<file path="src/rtl/sipo_rx_if.sv">
// Bus between the serial source / word consumer and the sipo_rx receiver.
// The receiver attaches through the slave modport; the driving side uses master.
interface sipo_rx_if #(
    parameter int WIDTH = 4
) ();
    logic             serial_in;
    logic             bit_en;
    logic             frame;
    logic             ready;
    logic [WIDTH-1:0] d_out;
    logic             valid;
    logic             overrun;
    logic             frame_err;
    logic             parity_err;
    logic             busy;

    modport slave (
        input  serial_in, bit_en, frame, ready,
        output d_out, valid, overrun, frame_err, parity_err, busy
    );

    modport master (
        output serial_in, bit_en, frame, ready,
        input  d_out, valid, overrun, frame_err, parity_err, busy
    );
endinterface

</file>
<file path="src/rtl/sipo_rx.sv">
// LSB-first serial-to-parallel word receiver with frame alignment and valid/ready output.
// Optional even-parity bit after each word is enabled by defining SIPO_PARITY_EN.
module sipo_rx #(
    parameter int WIDTH = 4
) (
    input logic     clk,
    input logic     rst,
    sipo_rx_if.slave bus
);
    localparam int IDX_W = $clog2(WIDTH);

    typedef enum logic [1:0] {
        IDLE   = 2'd0,
        SHIFT  = 2'd1
`ifdef SIPO_PARITY_EN
        , PARITY = 2'd2
`endif
    } state_t;

    state_t             state_q;
    logic [IDX_W-1:0]   cnt_q;
    logic [WIDTH-1:0]   shift_q;
    logic [WIDTH-1:0]   d_out_q;
    logic               valid_q;
    logic               overrun_q;
    logic               frame_err_q;
    logic               parity_err_q;
    logic               busy_q;

    logic [WIDTH-1:0]   word_s;
    logic [WIDTH-1:0]   restart_word_s;
    logic               last_bit_s;
    logic               accept_s;
    logic               done_s;
    logic [WIDTH-1:0]   done_word_s;
    logic               done_perr_s;

    function automatic logic even_parity(input logic [WIDTH-1:0] w);
        return ^w;
    endfunction

    assign restart_word_s = {{(WIDTH-1){1'b0}}, bus.serial_in};
    assign last_bit_s     = (cnt_q == IDX_W'(WIDTH-1));
    assign accept_s       = !valid_q || bus.ready;

    // Current word with the incoming bit inserted, and whether this edge completes a word.
    always_comb begin
        word_s      = shift_q;
        done_s      = 1'b0;
        done_perr_s = 1'b0;
        for (int i = 0; i < WIDTH; i++) begin
            if (IDX_W'(i) == cnt_q) begin
                word_s[i] = bus.serial_in;
            end else begin
                word_s[i] = shift_q[i];
            end
        end
        done_word_s = word_s;
        if (bus.bit_en && !bus.frame) begin
            case (state_q)
                SHIFT: begin
`ifdef SIPO_PARITY_EN
                    done_s = 1'b0;
`else
                    done_s = last_bit_s;
`endif
                end
`ifdef SIPO_PARITY_EN
                PARITY: begin
                    done_s      = 1'b1;
                    done_word_s = shift_q;
                    done_perr_s = even_parity(shift_q) ^ bus.serial_in;
                end
`endif
                default: begin
                    done_s = 1'b0;
                end
            endcase
        end else begin
            done_s = 1'b0;
        end
    end

    // Assembly FSM plus registered output/handshake state.
    always_ff @(posedge clk or posedge rst) begin
        if (rst) begin
            state_q      <= IDLE;
            cnt_q        <= '0;
            shift_q      <= '0;
            d_out_q      <= '0;
            valid_q      <= 1'b0;
            overrun_q    <= 1'b0;
            frame_err_q  <= 1'b0;
            parity_err_q <= 1'b0;
            busy_q       <= 1'b0;
        end else begin
            frame_err_q <= 1'b0;

            // A new word wins over a same-edge consume; a blocked word is dropped.
            if (done_s && accept_s) begin
                d_out_q      <= done_word_s;
                parity_err_q <= done_perr_s;
                valid_q      <= 1'b1;
            end else if (done_s) begin
                overrun_q <= 1'b1;
            end else if (bus.ready) begin
                valid_q <= 1'b0;
            end

            if (bus.bit_en) begin
                case (state_q)
                    IDLE: begin
                        if (bus.frame) begin
                            shift_q <= restart_word_s;
                            cnt_q   <= IDX_W'(1);
                            state_q <= SHIFT;
                            busy_q  <= 1'b1;
                        end
                    end
                    SHIFT: begin
                        if (bus.frame) begin
                            frame_err_q <= 1'b1;
                            shift_q     <= restart_word_s;
                            cnt_q       <= IDX_W'(1);
                        end else if (last_bit_s) begin
`ifdef SIPO_PARITY_EN
                            shift_q <= word_s;
                            cnt_q   <= '0;
                            state_q <= PARITY;
`else
                            shift_q <= '0;
                            cnt_q   <= '0;
                            state_q <= IDLE;
                            busy_q  <= 1'b0;
`endif
                        end else begin
                            shift_q <= word_s;
                            cnt_q   <= cnt_q + IDX_W'(1);
                        end
                    end
`ifdef SIPO_PARITY_EN
                    PARITY: begin
                        if (bus.frame) begin
                            frame_err_q <= 1'b1;
                            shift_q     <= restart_word_s;
                            cnt_q       <= IDX_W'(1);
                            state_q     <= SHIFT;
                        end else begin
                            shift_q <= '0;
                            cnt_q   <= '0;
                            state_q <= IDLE;
                            busy_q  <= 1'b0;
                        end
                    end
`endif
                    default: begin
                        shift_q <= '0;
                        cnt_q   <= '0;
                        state_q <= IDLE;
                        busy_q  <= 1'b0;
                    end
                endcase
            end
        end
    end

    assign bus.d_out      = d_out_q;
    assign bus.valid      = valid_q;
    assign bus.overrun    = overrun_q;
    assign bus.frame_err  = frame_err_q;
    assign bus.parity_err = parity_err_q;
    assign bus.busy       = busy_q;
endmodule

</file>
<file path="src/flat_wrapper.sv">
// flat-port wrapper written by rule: the top's interface ports become plain ports
module sipo_rx_flat 
#(
    parameter int WIDTH = 4
)
  (clk, rst, bus_serial_in, bus_bit_en, bus_frame, bus_ready, bus_d_out, bus_valid, bus_overrun, bus_frame_err, bus_parity_err, bus_busy);
  sipo_rx_if #(.WIDTH(WIDTH)) bus_i ();
  input logic clk;
  input logic rst;
  input wire logic [$bits(bus_i.serial_in)-1:0] bus_serial_in;
  input wire logic [$bits(bus_i.bit_en)-1:0] bus_bit_en;
  input wire logic [$bits(bus_i.frame)-1:0] bus_frame;
  input wire logic [$bits(bus_i.ready)-1:0] bus_ready;
  output wire logic [$bits(bus_i.d_out)-1:0] bus_d_out;
  output wire logic [$bits(bus_i.valid)-1:0] bus_valid;
  output wire logic [$bits(bus_i.overrun)-1:0] bus_overrun;
  output wire logic [$bits(bus_i.frame_err)-1:0] bus_frame_err;
  output wire logic [$bits(bus_i.parity_err)-1:0] bus_parity_err;
  output wire logic [$bits(bus_i.busy)-1:0] bus_busy;
  assign bus_i.serial_in = bus_serial_in;
  assign bus_i.bit_en = bus_bit_en;
  assign bus_i.frame = bus_frame;
  assign bus_i.ready = bus_ready;
  assign bus_d_out = bus_i.d_out;
  assign bus_valid = bus_i.valid;
  assign bus_overrun = bus_i.overrun;
  assign bus_frame_err = bus_i.frame_err;
  assign bus_parity_err = bus_i.parity_err;
  assign bus_busy = bus_i.busy;
  sipo_rx #(.WIDTH(WIDTH)) u_core (.clk(clk), .rst(rst), .bus(bus_i));
endmodule
</file>
<file path="config.mk">
export PLATFORM = sky130hd
export DESIGN_NAME = sipo_rx_flat
export DESIGN_NICKNAME = d
export VERILOG_FILES = /design/src/rtl/sipo_rx_if.sv /design/src/rtl/sipo_rx.sv /design/src/flat_wrapper.sv
export SDC_FILE = /design/constraint.sdc
export NUM_CORES = 1
export LEC_CHECK = 0
export CELL_PAD_IN_SITES_DETAIL_PLACEMENT = 1
export CELL_PAD_IN_SITES_GLOBAL_PLACEMENT = 2
export CORE_MARGIN = 3
export CORE_UTILIZATION = 35
export DETAILED_ROUTE_END_ITERATION = 16
export PLACE_DENSITY_LB_ADDON = 0.3
export REMOVE_ABC_BUFFERS = 1
export SLEW_MARGIN = 20
export SYNTH_ARGS = -nofsm -noshare
export SYNTH_HDL_FRONTEND = slang
export SYNTH_SLANG_ARGS = --single-unit
</file>
<file path="constraint.sdc">
create_clock -name clk -period 3.1 [get_ports clk]
set_input_delay 0.31 -clock clk [delete_from_list [all_inputs] [get_ports clk]]
set_output_delay 0.31 -clock clk [all_outputs]
set_load 0.02 [all_outputs]
</file>
==> flow_summary_export.csv <==
group,metric,value,unit
place,gp_congestion,0.767,
clock_network,hold_buffers,0,
logic_synthesis,synth_cell_type_count,25,
clock_network,htreeDepth,1,
place,hpwl,1.18,mm
die,ioPinCount,15,
sta,timing.fmax,548,MHz
pwr,p_leak,0.450,nW
sta,slew-limit-headroom,64.6,%
sta,setup_viol,0,
setup_path,cp_cell_sequence,"clkdlybuf4s50_1",
detailed_routing,wire_per_inst,15.0,um
sta,final.setup.tns,0,ns
setup_path,cp_slowest_stage_delay,0.68,ns
sta,timing_hold_violations_final,0,
clock_network,tritoncts,"built",
die,start_util,37.9,%
logic_synthesis,yosys-top-cells-area,"dfrtp_1 46%, mux2_2 12%, ha_1 8.2%",
clock_network,ctsResizeCount,0,
sta,worstMarginPinSlew,0.531,ns
pwr,pwr-share-seq,37.5,%
final_layout,most-common-layout-cells,"14 x dfrtp_1, 13 x clkdlybuf4s50_1, 8 x mux2_2",
sta,finalCriticalPeriod,1.83,ns
outcome,status,"finished, final reports clean",
final_layout,layout-drive-gt1-share,23.7,%
die,die_area,2760,um^2
detailed_routing,drt-total-wl,1.54,mm
hold_path,hold_class,"in2async",
clock_network,cts_buffers,3,
pwr,internal_power,0.000500,W
setup_path,cp-end-kind,"primary output",
detailed_routing,vias_per_cell,5.11,
die,die_x,52.6,um
grt,grt_max_degree,15,
grt,antenna_found_initial,0,
final_layout,area_growth,24.1,%
detailed_routing,dr.pass1.iters,2,
die,rows,16,
grt,grt_pass1_vias,571,
logic_synthesis,synth_area,759,um^2
setup_path,critical-path-top-delay-family,"buffers and inverters",
final_layout,layout_commonest_cell,"dfrtp_1",
setup_path,path_max_fanout,9,
pwr,power.density,853,nW/um^2
sta,post-route-period-util,58.9,%
setup_path,worstPathRequired,2.79,ns
die,core,2000,um^2
setup_path,startpoint_type,"flip-flop",
pwr,swShare,37.9,%
setup_path,crit_buf_inv,1,
die,fp.dieH,52.6,um
setup_path,crit_type,"reg2out",
setup_path,r2r_slack,1.55,ns
grt,overflow,0,
sta,skew,0.00679,ns
clock_network,post-cts-setup-buffers,0,
logic_synthesis,syn_area_per_cell,12.2,um^2
grt,globalRouteTotalUtil,14.3,%
detailed_routing,drtIter0Drc,4,
place,io_buffer_count,13,
pwr,irDropWorstVdd,0.328,mV
logic_synthesis,yosys.area.top_type,"dfrtp_1",
pwr,p_switching,0.000304,W
clock_network,cts.sinks,14,
clock_network,clk_pin_slew,0.09,ns
final_layout,final_nets,88,
logic_synthesis,synth_cells,62,
logic_synthesis,yosysWarnings,0,
final_layout,antenna_cells,0,
detailed_routing,vias,526,
run,maxCapViolCount,0,
clock_network,clock-root-buffer,"clkbuf_4",
pwr,p_clk_share,17.2,%
sta,rsz0062_at_grt,"no",
final_layout,final_core_util,47.1,%
setup_path,cp_slowest_cell,"clkdlybuf4s50_1",
logic_synthesis,ys_ff_latch,14,
logic_synthesis,synth_top_area_share,46.1,%
clock_network,worstSkewPairLatency,0.30,ns
setup_path,cp.arrival,1.52,ns
logic_synthesis,synth.yosys.seq_area_share,46.1,%
sta,slew_violations,0,
pwr,p_comb_share,45.4,%
detailed_routing,drc,0,
clock_network,cts_max_path_buffers,2,
detailed_routing,ant_nets,0,
grt,grt_first_pass_wirelength,2.76,mm
==> stage by stage <==
step | hold slack, ns | total power, W | instances | instance area, um^2 | worst slack [ns]
3_3_place_gp | 0.462 | 0.000663 | 99 | 906 | 1.29
6_report | 0.348 | 0.000804 | 103 | 942 | 1.27
2_1_floorplan | 0.199 | 0.000531 | 59 | 742 | 1.69
3_5_place_dp | 0.475 | 0.000673 | 99 | 906 | 1.24
5_1_grt | 0.390 | 0.000865 | 103 | 942 | 1.19
4_1_cts | 0.363 | 0.000814 | 103 | 942 | 1.25
==> state kept, by name, indices dropped and copies added (netlist names) <==
name and count:
u_core.bus.d_out 4, u_core.bus.frame_err 1, u_core.bus.overrun 1, u_core.cnt_q 2
u_core.shift_q 4, u_core.state_q 1, u_core.bus.valid 1
==> cell families after synthesis <==
kind of cell	count (synthesis)	share of synthesized area, %
compound gates	15	16.6
flops	14	46.1
simple gates	11	11.9
buf+inv	8	4.78
mux	8	11.9
fa+ha+maj	5	8.24
other cells	1	0.494
==> power by group through the flow <==
stage	clock, W	combinational (W)	sequential (W)
after floorplan	0	0.000195	0.000337
after global placement	0	0.000361	0.000302
after detailed placement	0	0.000368	0.000305
after CTS	0.000141	0.000371	0.000302
after global routing	0.000153	0.000400	0.000313
final	0.000138	0.000365	0.000301
==> final cells by class <==
class / count / area [um^2]
multi-input cells: 40 / 373
repair buffers: 13 / 130
flip-flops and latches: 14 / 350
well taps: 27 / 33.8
clock buffers: 4 / 36.3
fillers: 226 / 1060
inverters: 5 / 18.8
==> cell usage after synthesis <==
master and count:
a211o_1 1, a21oi_1 1, a22o_1 1, a32o_1 4, and3_2 2, buf_2 2, buf_4 1, conb_1 1
dfrtp_1 14, ha_1 5, inv_1 4, inv_2 1, mux2_2 8, nand2_1 4, nand2b_1 1, nand4b_4 1
nand4bb_1 1, nor2b_4 1, nor3_1 1, o21a_1 1, o21ai_0 3, o21bai_1 1, o22a_1 1, o32ai_1 1
o41ai_2 1
==> layer usage <==
metal / track usage (%) / part of all wire (%) / up-vias
met4: 8.94 / 2.9 / 0
met1: 19.7 / 46 / 256
met2: 20.5 / 46 / 13
met3: 2.56 / 5.0 / 5
li1: - / - / 252
met5: 0 / 0 / -
==> final timing paths <==
check | from | end | depth (start not counted)
setup / recovery | u_core.state_q[0] | bus_busy | 1
min in group clk | u_core.bus.overrun | u_core.bus.overrun | 1
hold reg to reg | u_core.bus.overrun | u_core.bus.overrun | 1
max in group asynchronous | rst | u_core.state_q[0] | 2
setup reg to reg | u_core.cnt_q[0] | u_core.bus.d_out[0] | 4
hold / removal | rst | u_core.bus.d_out[0] | 2
No activity file was read; power rests on OpenSTA's default activity.
